$ cat src/rtl/plc_pkg.sv
// Shared plant/PLC definitions: pump state encoding and level widths.
package plc_pkg;

  localparam int unsigned LVL_W   = 8;
  localparam int unsigned LVL_MAX = 255;
  localparam int unsigned NET_W   = 11;

  typedef enum logic [1:0] {
    PUMP_OFF      = 2'd0,
    PUMP_STARTING = 2'd1,
    PUMP_RUN      = 2'd2,
    PUMP_STOPPING = 2'd3
  } pump_state_e;

endpackage

$ cat src/rtl/pump_actuator.sv
// One pump actuator: start/stop delay FSM advanced on plant ticks, with a registered flow contribution.
module pump_actuator
  import plc_pkg::*;
#(
  parameter int unsigned START_DLY = 5,
  parameter int unsigned STOP_DLY  = 3,
  parameter int unsigned FLOW      = 4
) (
  input  logic             clk,
  input  logic             rst_n,
  input  logic             tick_i,
  input  logic             cmd_i,
  output logic             run_o,
  output logic [LVL_W-1:0] flow_o
);

  localparam int unsigned DLY_MAX = (START_DLY > STOP_DLY) ? START_DLY : STOP_DLY;
  localparam int unsigned TMR_W   = (DLY_MAX > 1) ? $clog2(DLY_MAX) : 1;
  localparam logic [LVL_W-1:0] FLOW_RUN  = LVL_W'(FLOW);
  localparam logic [LVL_W-1:0] FLOW_STOP = LVL_W'(FLOW >> 1);

  pump_state_e      state_q, state_d;
  logic [TMR_W-1:0] tmr_q, tmr_d;
  logic             run_q, run_d;
  logic [LVL_W-1:0] flow_q, flow_d;

  always_ff @(posedge clk or negedge rst_n) begin
    if (!rst_n) begin
      state_q <= PUMP_OFF;
      tmr_q   <= '0;
      run_q   <= 1'b0;
      flow_q  <= '0;
    end else begin
      state_q <= state_d;
      tmr_q   <= tmr_d;
      run_q   <= run_d;
      flow_q  <= flow_d;
    end
  end

  // Next state; run/flow follow the state that will hold after this cycle.
  always_comb begin
    state_d = state_q;
    tmr_d   = tmr_q;
    run_d   = 1'b0;
    flow_d  = '0;
    if (tick_i) begin
      unique case (state_q)
        PUMP_OFF: begin
          if (cmd_i) begin
            state_d = PUMP_STARTING;
            tmr_d   = TMR_W'(START_DLY - 1);
          end
        end
        PUMP_STARTING: begin
          if (!cmd_i)              state_d = PUMP_OFF;
          else if (tmr_q == '0)    state_d = PUMP_RUN;
          else                     tmr_d   = tmr_q - TMR_W'(1);
        end
        PUMP_RUN: begin
          if (!cmd_i) begin
            state_d = PUMP_STOPPING;
            tmr_d   = TMR_W'(STOP_DLY - 1);
          end
        end
        PUMP_STOPPING: begin
          if (tmr_q == '0) state_d = PUMP_OFF;
          else             tmr_d   = tmr_q - TMR_W'(1);
        end
        default: state_d = PUMP_OFF;
      endcase
    end
    unique case (state_d)
      PUMP_RUN:      flow_d = FLOW_RUN;
      PUMP_STOPPING: flow_d = FLOW_STOP;
      default:       flow_d = '0;
    endcase
    run_d = (state_d == PUMP_RUN);
  end

  assign run_o  = run_q;
  assign flow_o = flow_q;

endmodule

$ cat config.mk
export PLATFORM = sky130hd
export DESIGN_NAME = pump_actuator
export DESIGN_NICKNAME = d
export VERILOG_FILES = /design/src/rtl/plc_pkg.sv /design/src/rtl/pump_actuator.sv
export SDC_FILE = /design/constraint.sdc
export NUM_CORES = 1
export LEC_CHECK = 0
export CAP_MARGIN = 5
export CORE_AREA = 2 2 39 41
export CTS_BUF_LIST = sky130_fd_sc_hd__clkbuf_4
export CTS_CLUSTER_SIZE = 25
export DETAILED_ROUTE_END_ITERATION = 6
export DIE_AREA = 0 0 41 43
export PLACE_DENSITY_LB_ADDON = 0.15
export SLEW_MARGIN = 20
export SYNTH_ARGS = -nofsm -noshare
export SYNTH_HDL_FRONTEND = slang
export SYNTH_SLANG_ARGS = --single-unit
$ cat constraint.sdc
create_clock -name clk -period 3.05 [get_ports clk]
set_input_delay 0.61 -clock clk [delete_from_list [all_inputs] [get_ports clk]]
set_output_delay 0.61 -clock clk [all_outputs]
set_load 0.1 [all_outputs]
# Yosys cells after proc, flatten, opt, wreduce, memory -nomap -nowiden
# Cells that the tools add are included.
dict set report word_totals {
  ff_bits 14
  latchBits 0
  mem_bits_rw 0
  rom_bits 0
  input_bits 4
  output_inout_bits 9
  elab_cells 29
  n_memories 0
}
dict set report classes {
  add_sub_neg 1
  n_mul 0
  div_mod_pow 0
  magnitude_cmp 0
  eq_ne 8
  shifts 0
  n_mux 13
  n_bitwise 0
  n_reduce_logical 3
}
# cell n
set op_table {}
lappend op_table {{2-to-1 mux 2 bit} 6}
lappend op_table {{2-to-1 mux 3 bit} 4}
lappend op_table {{one-hot mux 3 bit (4 select lines)} 1}
lappend op_table {{equality test 2 bit (second input constant)} 4}
lappend op_table {{one-hot mux 2 bit (4 select lines)} 1}
lappend op_table {{inequality test 2 bit (second input constant)} 3}
lappend op_table {{one-hot mux 3 bit (2 select lines)} 1}
lappend op_table {{AND reduction 4 bit} 1}
lappend op_table {{zero test 3 bit} 1}
lappend op_table {{subtractor 3 x 1 -> 3 bit (second input constant)} 1}
lappend op_table {{equality test 2 x 1 -> 1 bit (second input constant)} 1}
lappend op_table {{zero test 2 bit} 1}

# Longest topological paths before layout
dict set report depth {
  depth_word 7
  ltp_mapped 6
  depth_no_buf 6
}

# Worst setup path before layout
# Ideal clock, no wire load.
dict set report synth_path {
  path_type {register to output}
  start {reg flow_q[2] (netlist: flow_o[2])}
  end {out flow_o[2]}
  arrival_time_ns 1.324
  t_required_ns 2.440
  path_slack_ns 1.116
  path_stages_with_launch 2
  path_buffers 1
  path_cell_list {dfrtp_1 -> buf_4}
}
# element line_no
set synth_rtl {}
lappend synth_rtl {{start: declaration} pump_actuator.sv:25} ;# logic [LVL_W-1:0] flow_q, flow_d;
lappend synth_rtl {{start signal: assignment} pump_actuator.sv:37} ;# flow_q <= flow_d;
lappend synth_rtl {{end: declaration} pump_actuator.sv:14} ;# output logic [LVL_W-1:0] flow_o
# No word-level cell between the ends.

# Worst setup path in the final report
dict set report layout_path {
  start {in cmd_i}
  end {reg tmr_q[2]}
}
dict set report layout_via {
  elab_chain_cells 2
  elab_cells_between_ends 4
  cone_classes {eq/ne (3); reduce/logical (1)}
}
# element line_no
set layout_rtl {}
lappend layout_rtl {{start: declaration} pump_actuator.sv:12} ;# input logic cmd_i,
lappend layout_rtl {{inequality test 2 bit (no line)} n/a}
lappend layout_rtl {{AND reduction 4 bit (no line) (*)} n/a}
lappend layout_rtl {{end signal: assignment} pump_actuator.sv:35} ;# tmr_q <= tmr_d;
lappend layout_rtl {{end: declaration} pump_actuator.sv:23} ;# logic [TMR_W-1:0] tmr_q, tmr_d;
# Every way passes the cells marked *; elsewhere a longest branch is shown, timed or not.
# A chain may end at the register's enable or synchronous reset.

==> out/metrics.yaml <==
run_status:
  status: "finished, final reports clean"
grt:
  grt.total_usage_pct: 10.1
  grt_pass1_vias: 262
  grt_overflow_total: 0
  grt_max_degree: 11
  grt_first_pass_wirelength_um: 1090
  antenna_found_initial: 0
finish:
  multi_input_area_um2: 211
  drive_gt1_share_pct: 23.1
  nets: 59
  fillers: 147
  diodes: 0
  layout_common_cells: "7 x nand2_1, 7 x dfrtp_1, 6 x conb_1"
  seqCellArea_um2: 175
  layoutNonFillerInstCount: 68
  syn2layout_area_growth_pct: 14.0
cts:
  postCtsSetupBuffers: 0
  cts_resized: 0
  cts_buffer_depth: 2
  clockRootBuffer: "clkbuf_4"
  clk_latency_ns: 0.24
  cts_tree: "built"
  cts_num_sinks: 7
  numCtsBuffers: 3
  clkTransAtPathRegs_ns: 0.05
  cts-htree-levels: 1
  hold_buffers: 0
worst_hold_path:
  min_path_cells: 2
  hp-start: "tmr_q[1]$_DFFE_PN0P_"
  hold_end: "tmr_q[1]$_DFFE_PN0P_"
  worstHoldPathType: "flip-flop to flip-flop"
detailed_routing:
  num_vias: 284
  vias_per_cell: 4.18
  first_pass_iters: 4
  routed_wl_um: 655
  drtIter0Drc: 5
  drc_errors: 0
  avgRoutedWirePerCell_um: 9.63
  antenna_left: 0
worst_setup_path:
  crit_chain: "clkdlybuf4s50_1 -> or2_4 -> o2111ai_4 -> nor3_1 -> a211o_1"
  r2r_end: "tmr_q[2]$_DFFE_PN0P_"
  worstSetupEndpointType: "flip-flop"
  startpoint_type: "input pin"
  ff2ff_setup_slack_ns: 1.63
  max_stage_delay_ns: 0.45
  slowest_stage: "clkdlybuf4s50_1"
  cp.required_ns: 3.18
  arrival_ns: 1.81
  r2r_cells: 6
  worstReg2RegStart: "tmr_q[0]$_DFFE_PN0P_"
  worst-path-max-fanout: 7
  critPathKind: "input pin to flip-flop"
sta:
  fmaxAchievable_mhz: 593
  grt_setup_unrepaired: "false"
  hold_viol: 0
  period_share_pct: 55.3
  skew_ns: 0.00155
  setup_viol: 0
  slew_violations: 0
  tns_ns: 0
  period_minus_slack_ns: 1.69
floorplan:
  fp.dieH_um: 43
  die_w_um: 41
  io_pins: 13
  start_util_pct: 31.7
  core_area_um2: 1380
  die-area_um2: 1760
  num_rows: 14
placement:
  gp_congestion: 0.656
  hpwl_um: 528
  io_buffers: 6
  placed_cells: 64
synthesis:
  ys_warn_count: 0
  synth_area_um2: 439
  ys_ff_latch: 7
  syn-mean-instance-area_um2: 9.76
  syn_inst: 45
  synth_cell_types: 20
  synth_seq_area_share_pct: 39.9
run:
  max-cap-violations: 0
[cell usage after synthesis, drive strengths merged]
| library cell | number | area share, % |
|---|---|---|
| a211o | 1 | 2.0 |
| a21oi | 2 | 2.3 |
| and2 | 1 | 1.4 |
| and2b | 1 | 2.0 |
| buf | 8 | 14 |
| conb | 1 | 0.85 |
| dfrtp | 7 | 40 |
| ha | 2 | 5.7 |
| inv | 3 | 2.6 |
| mux2i | 1 | 2.3 |
| nand2 | 8 | 7.4 |
| nand3b | 1 | 2.6 |
| nand4b | 1 | 2.0 |
| nor2 | 1 | 0.85 |
| nor3 | 1 | 1.1 |
| o2111ai | 1 | 6.0 |
| o21ai | 3 | 3.4 |
| o32ai | 1 | 2.0 |
| or2 | 1 | 2.0 |
[worst max path at each step]
stage / from / end / slack [ns] / cells past startpoint
final: cmd_i / tmr_q[2]$_DFFE_PN0P_ / 1.36 / 5
after global routing: cmd_i / tmr_q[2]$_DFFE_PN0P_ / 1.32 / 5
after CTS: cmd_i / tmr_q[2]$_DFFE_PN0P_ / 1.36 / 5
after detailed placement: cmd_i / tmr_q[2]$_DFFE_PN0P_ / 1.09 / 5
after global placement: cmd_i / tmr_q[2]$_DFFE_PN0P_ / 1.12 / 5
after floorplan: flow_o[2]$_DFF_PN0_ / flow_o[2] / 1.12 / 1
[kinds of logic (layout without fill, tap and decap cells)]
kind of cell               Yosys count  count (layout)  synth area share (%)
DFF                                  7               7                  39.9
AOI/OAI and AO/OA                    8               8                  15.7
other                                1               6                 0.854
adders and majority gates            2               2                  5.70
and+or+nand+nor                     15              15                  19.4
buffers and inverters               11              13                  16.2
muxes                                1               1                  2.28
[metrics by stage]
step                setup slack (ns)  util, %  area [um2]  hold slack (ns)
global placement                1.12     34.0         470            0.503
floorplan                       1.12        -         458            0.314
global route                    1.32     36.2         500            0.538
detailed placement              1.09     34.0         470            0.489
CTS                             1.36     36.2         500            0.501
finish                          1.36     36.2         500            0.494
[area by class of cell]
type / instances / share of cell area, %
well taps: 16 / 4.00
multi-input cells: 32 / 42.3
clock buffers: 4 / 6.00
repair buffers: 6 / 10.5
inverters: 3 / 2.25
flip-flops and latches: 7 / 35.0
[critical path, delay by kind of cell]
kind | cells | cell delay, ns
buffers and inverters | 1 | 0.45
and+or+nand+nor | 2 | 0.36
AOI/OAI and AO/OA | 2 | 0.39
[metal layers]
| metal | global-route usage, % | share of wire, % |
|---|---|---|
| met4 | 10.0 | 0 |
| met5 | 0 | 0 |
| met1 | 11.7 | 45 |
| met3 | 3.14 | 2.0 |
| met2 | 13.4 | 52 |
Power is left out: the tool's default activity adds up to more than one toggle a clock period on the data nets, which glitch-free logic cannot reach.
==> patch: new RTL, same settings <==
Put one more register stage on the output `flow_o`. The value now appears one clock later. The other outputs are not delayed to match.
--- a/src/rtl/pump_actuator.sv
+++ b/src/rtl/pump_actuator.sv
@@ -80,5 +80,7 @@
 
   assign run_o  = run_q;
-  assign flow_o = flow_q;
+  always_ff @(posedge clk) begin
+    flow_o <= flow_q;
+  end
 
 endmodule
Behaviour: not the same (a bounded check fails within 10 cycles, from zero or initial values and one cycle with rst_n low).
==> patch against the original RTL <==
  * Non-clock buffer count unchanged
  * Via count increased by 50%
  * Sequential cell count increased by 2
  * Critical endpoint is now tmr_q[1]
  * Sequential share of layout area decreased by 0.53 points
  * Routed wire length increased by 51%
  * Critical path type unchanged
  * Area after synthesis increased by 28%
  * Final area increased by 25%
  * Highest routed layer is now met4
  * Setup slack got worse by 0.18 ns
==> patch: results <==
export IMPL_status="finished clean"
export IMPL_clk_pin_slew_worst_paths_ns=0.07
export IMPL_place_detailed_hpwl_um=685
export IMPL_fillers=144
export IMPL_grt_total_usage_pct=14.4
export IMPL_n_antenna_cell=0
export IMPL_async_flop_share_pct=77.8
export IMPL_grt_pass1_wl_um=1610
export IMPL_synth_compound_area_share_pct=25.3
export IMPL_post_cts_setup_buffers=0
export IMPL_io_buffers=6
export IMPL_fin_skew_ns=0.0103
export IMPL_grt_max_degree=16
export IMPL_clk_latency_ns=0.27
export IMPL_dr_wl_met3_um=38
export IMPL_crit_arrival_ns=2.03
export IMPL_synthTopCellsByArea="dfrtp_1 (31%), buf_4 (9.3%), dfxtp_1 (7.1%), ha_1 (4.4%), a221o_2 (4.0%)"
export IMPL_numCtsBuffers=3
export IMPL_synthAdderAreaFrac_pct=4.43
export IMPL_wire_per_inst_um=12.1
export IMPL_wl_met2_um=437
export IMPL_worstPathMaxFanout=9
export IMPL_ys_warn_count=0
export IMPL_synthFlopType="dfrtp_1"
export IMPL_routabilityCongestion=0.712
export IMPL_post_route_cells_drive_above_1_share_pct=18.2
export IMPL_cts_root_buf="clkbuf_4"
export IMPL_viasPerCell=5.18
export IMPL_ys_types=30
export IMPL_cts_repair_resized=0
export IMPL_synthXorXnorAreaFrac_pct=0
export IMPL_tns_ns=0
export IMPL_nets=73
export IMPL_dr_pass1_iters=4
export IMPL_antenna_found_initial=0
export IMPL_ir_drop_v=0.000341
export IMPL_dpl_cell_area_sq_um=594
export IMPL_grt_pass1_vias=359
export IMPL_highest_layer="met4"
export IMPL_synthTopCellsByCount="buf_4 (7), dfrtp_1 (7), nand2_1 (5)"
export IMPL_cts_buffer_depth=2
export IMPL_met1_length_um=484
export IMPL_synth_mux_area_fraction_pct=0
export IMPL_ys_seq_area_share_pct=38.1
export IMPL_crit_path_end_kind="flip-flop"
export IMPL_p_leak_nw=0.274
export IMPL_drt_first_iter_violations=6
export IMPL_preCtsSetupSlack_ns=0.895
==> patch: cell types whose count changed in the layout (fill, tap and decap cells not counted), sizes merged, moves of 2 or more <==
cell     delta
o2bb2ai     +2
a221o       +2
nand2       -3
nor2b       +2
nand2b      +3
o22ai       +2
dfxtp       +2
or4         +2
==> patch: final timing paths <==
kind	from	end	slack, ns	cells past startpoint
min	flow_q[1]	flow_o[1]	0.34	0
min reg2reg	flow_q[1]	flow_o[1]	0.34	0
min in group asynchronous	rst_n	tmr_q[1]	0.61	1
max in group asynchronous	rst_n	async pin	2.18	1
max	tick_i	tmr_q[1]	1.18	4
max reg2reg	tmr_q[0]	tmr_q[1]	1.33	5
==> patch: layout make-up <==
| type | count | area (sq um) | area share, % |
|---|---|---|---|
| inverter | 4 | 15.0 | 2.40 |
| timing repair buffer | 6 | 52.6 | 8.42 |
| multi-input combinational | 43 | 292 | 46.7 |
| sequential | 9 | 215 | 34.5 |
| tap | 16 | 20.0 | 3.21 |
| clock buffer | 4 | 30.0 | 4.81 |
==> patch: through the flow <==
step	hold WS [ns]	util (%)	total power, W	instances
2_1_floorplan	0.314	-	0.000528	65
3_3_place_gp	0.327	42.9	0.000584	78
3_5_place_dp	0.335	42.9	0.000583	78
4_1_cts	0.349	45.1	0.000688	82
5_1_grt	0.363	45.1	0.000737	82
6_report	0.344	45.1	0.000686	82
==> patch: power by group <==
group	leakage, nW	switching, W	internal (W)
logic	0.153	0.000224	0.000126
clock network	0.0184	0.0000445	0.0000593
registers	0.102	0.0000646	0.000168
==> patch: per-layer routing <==
layer,track usage (%),vias up
li1,-,215
met1,19.5,197
met2,17.5,9
met3,4.71,4
met4,12.0,0
met5,0,-
==> patch: worst max-delay path: stages <==
cell             delay, ns
clkdlybuf4s50_1       0.64
o21ai_2               0.16
or4_1                 0.49
o221a_1               0.13
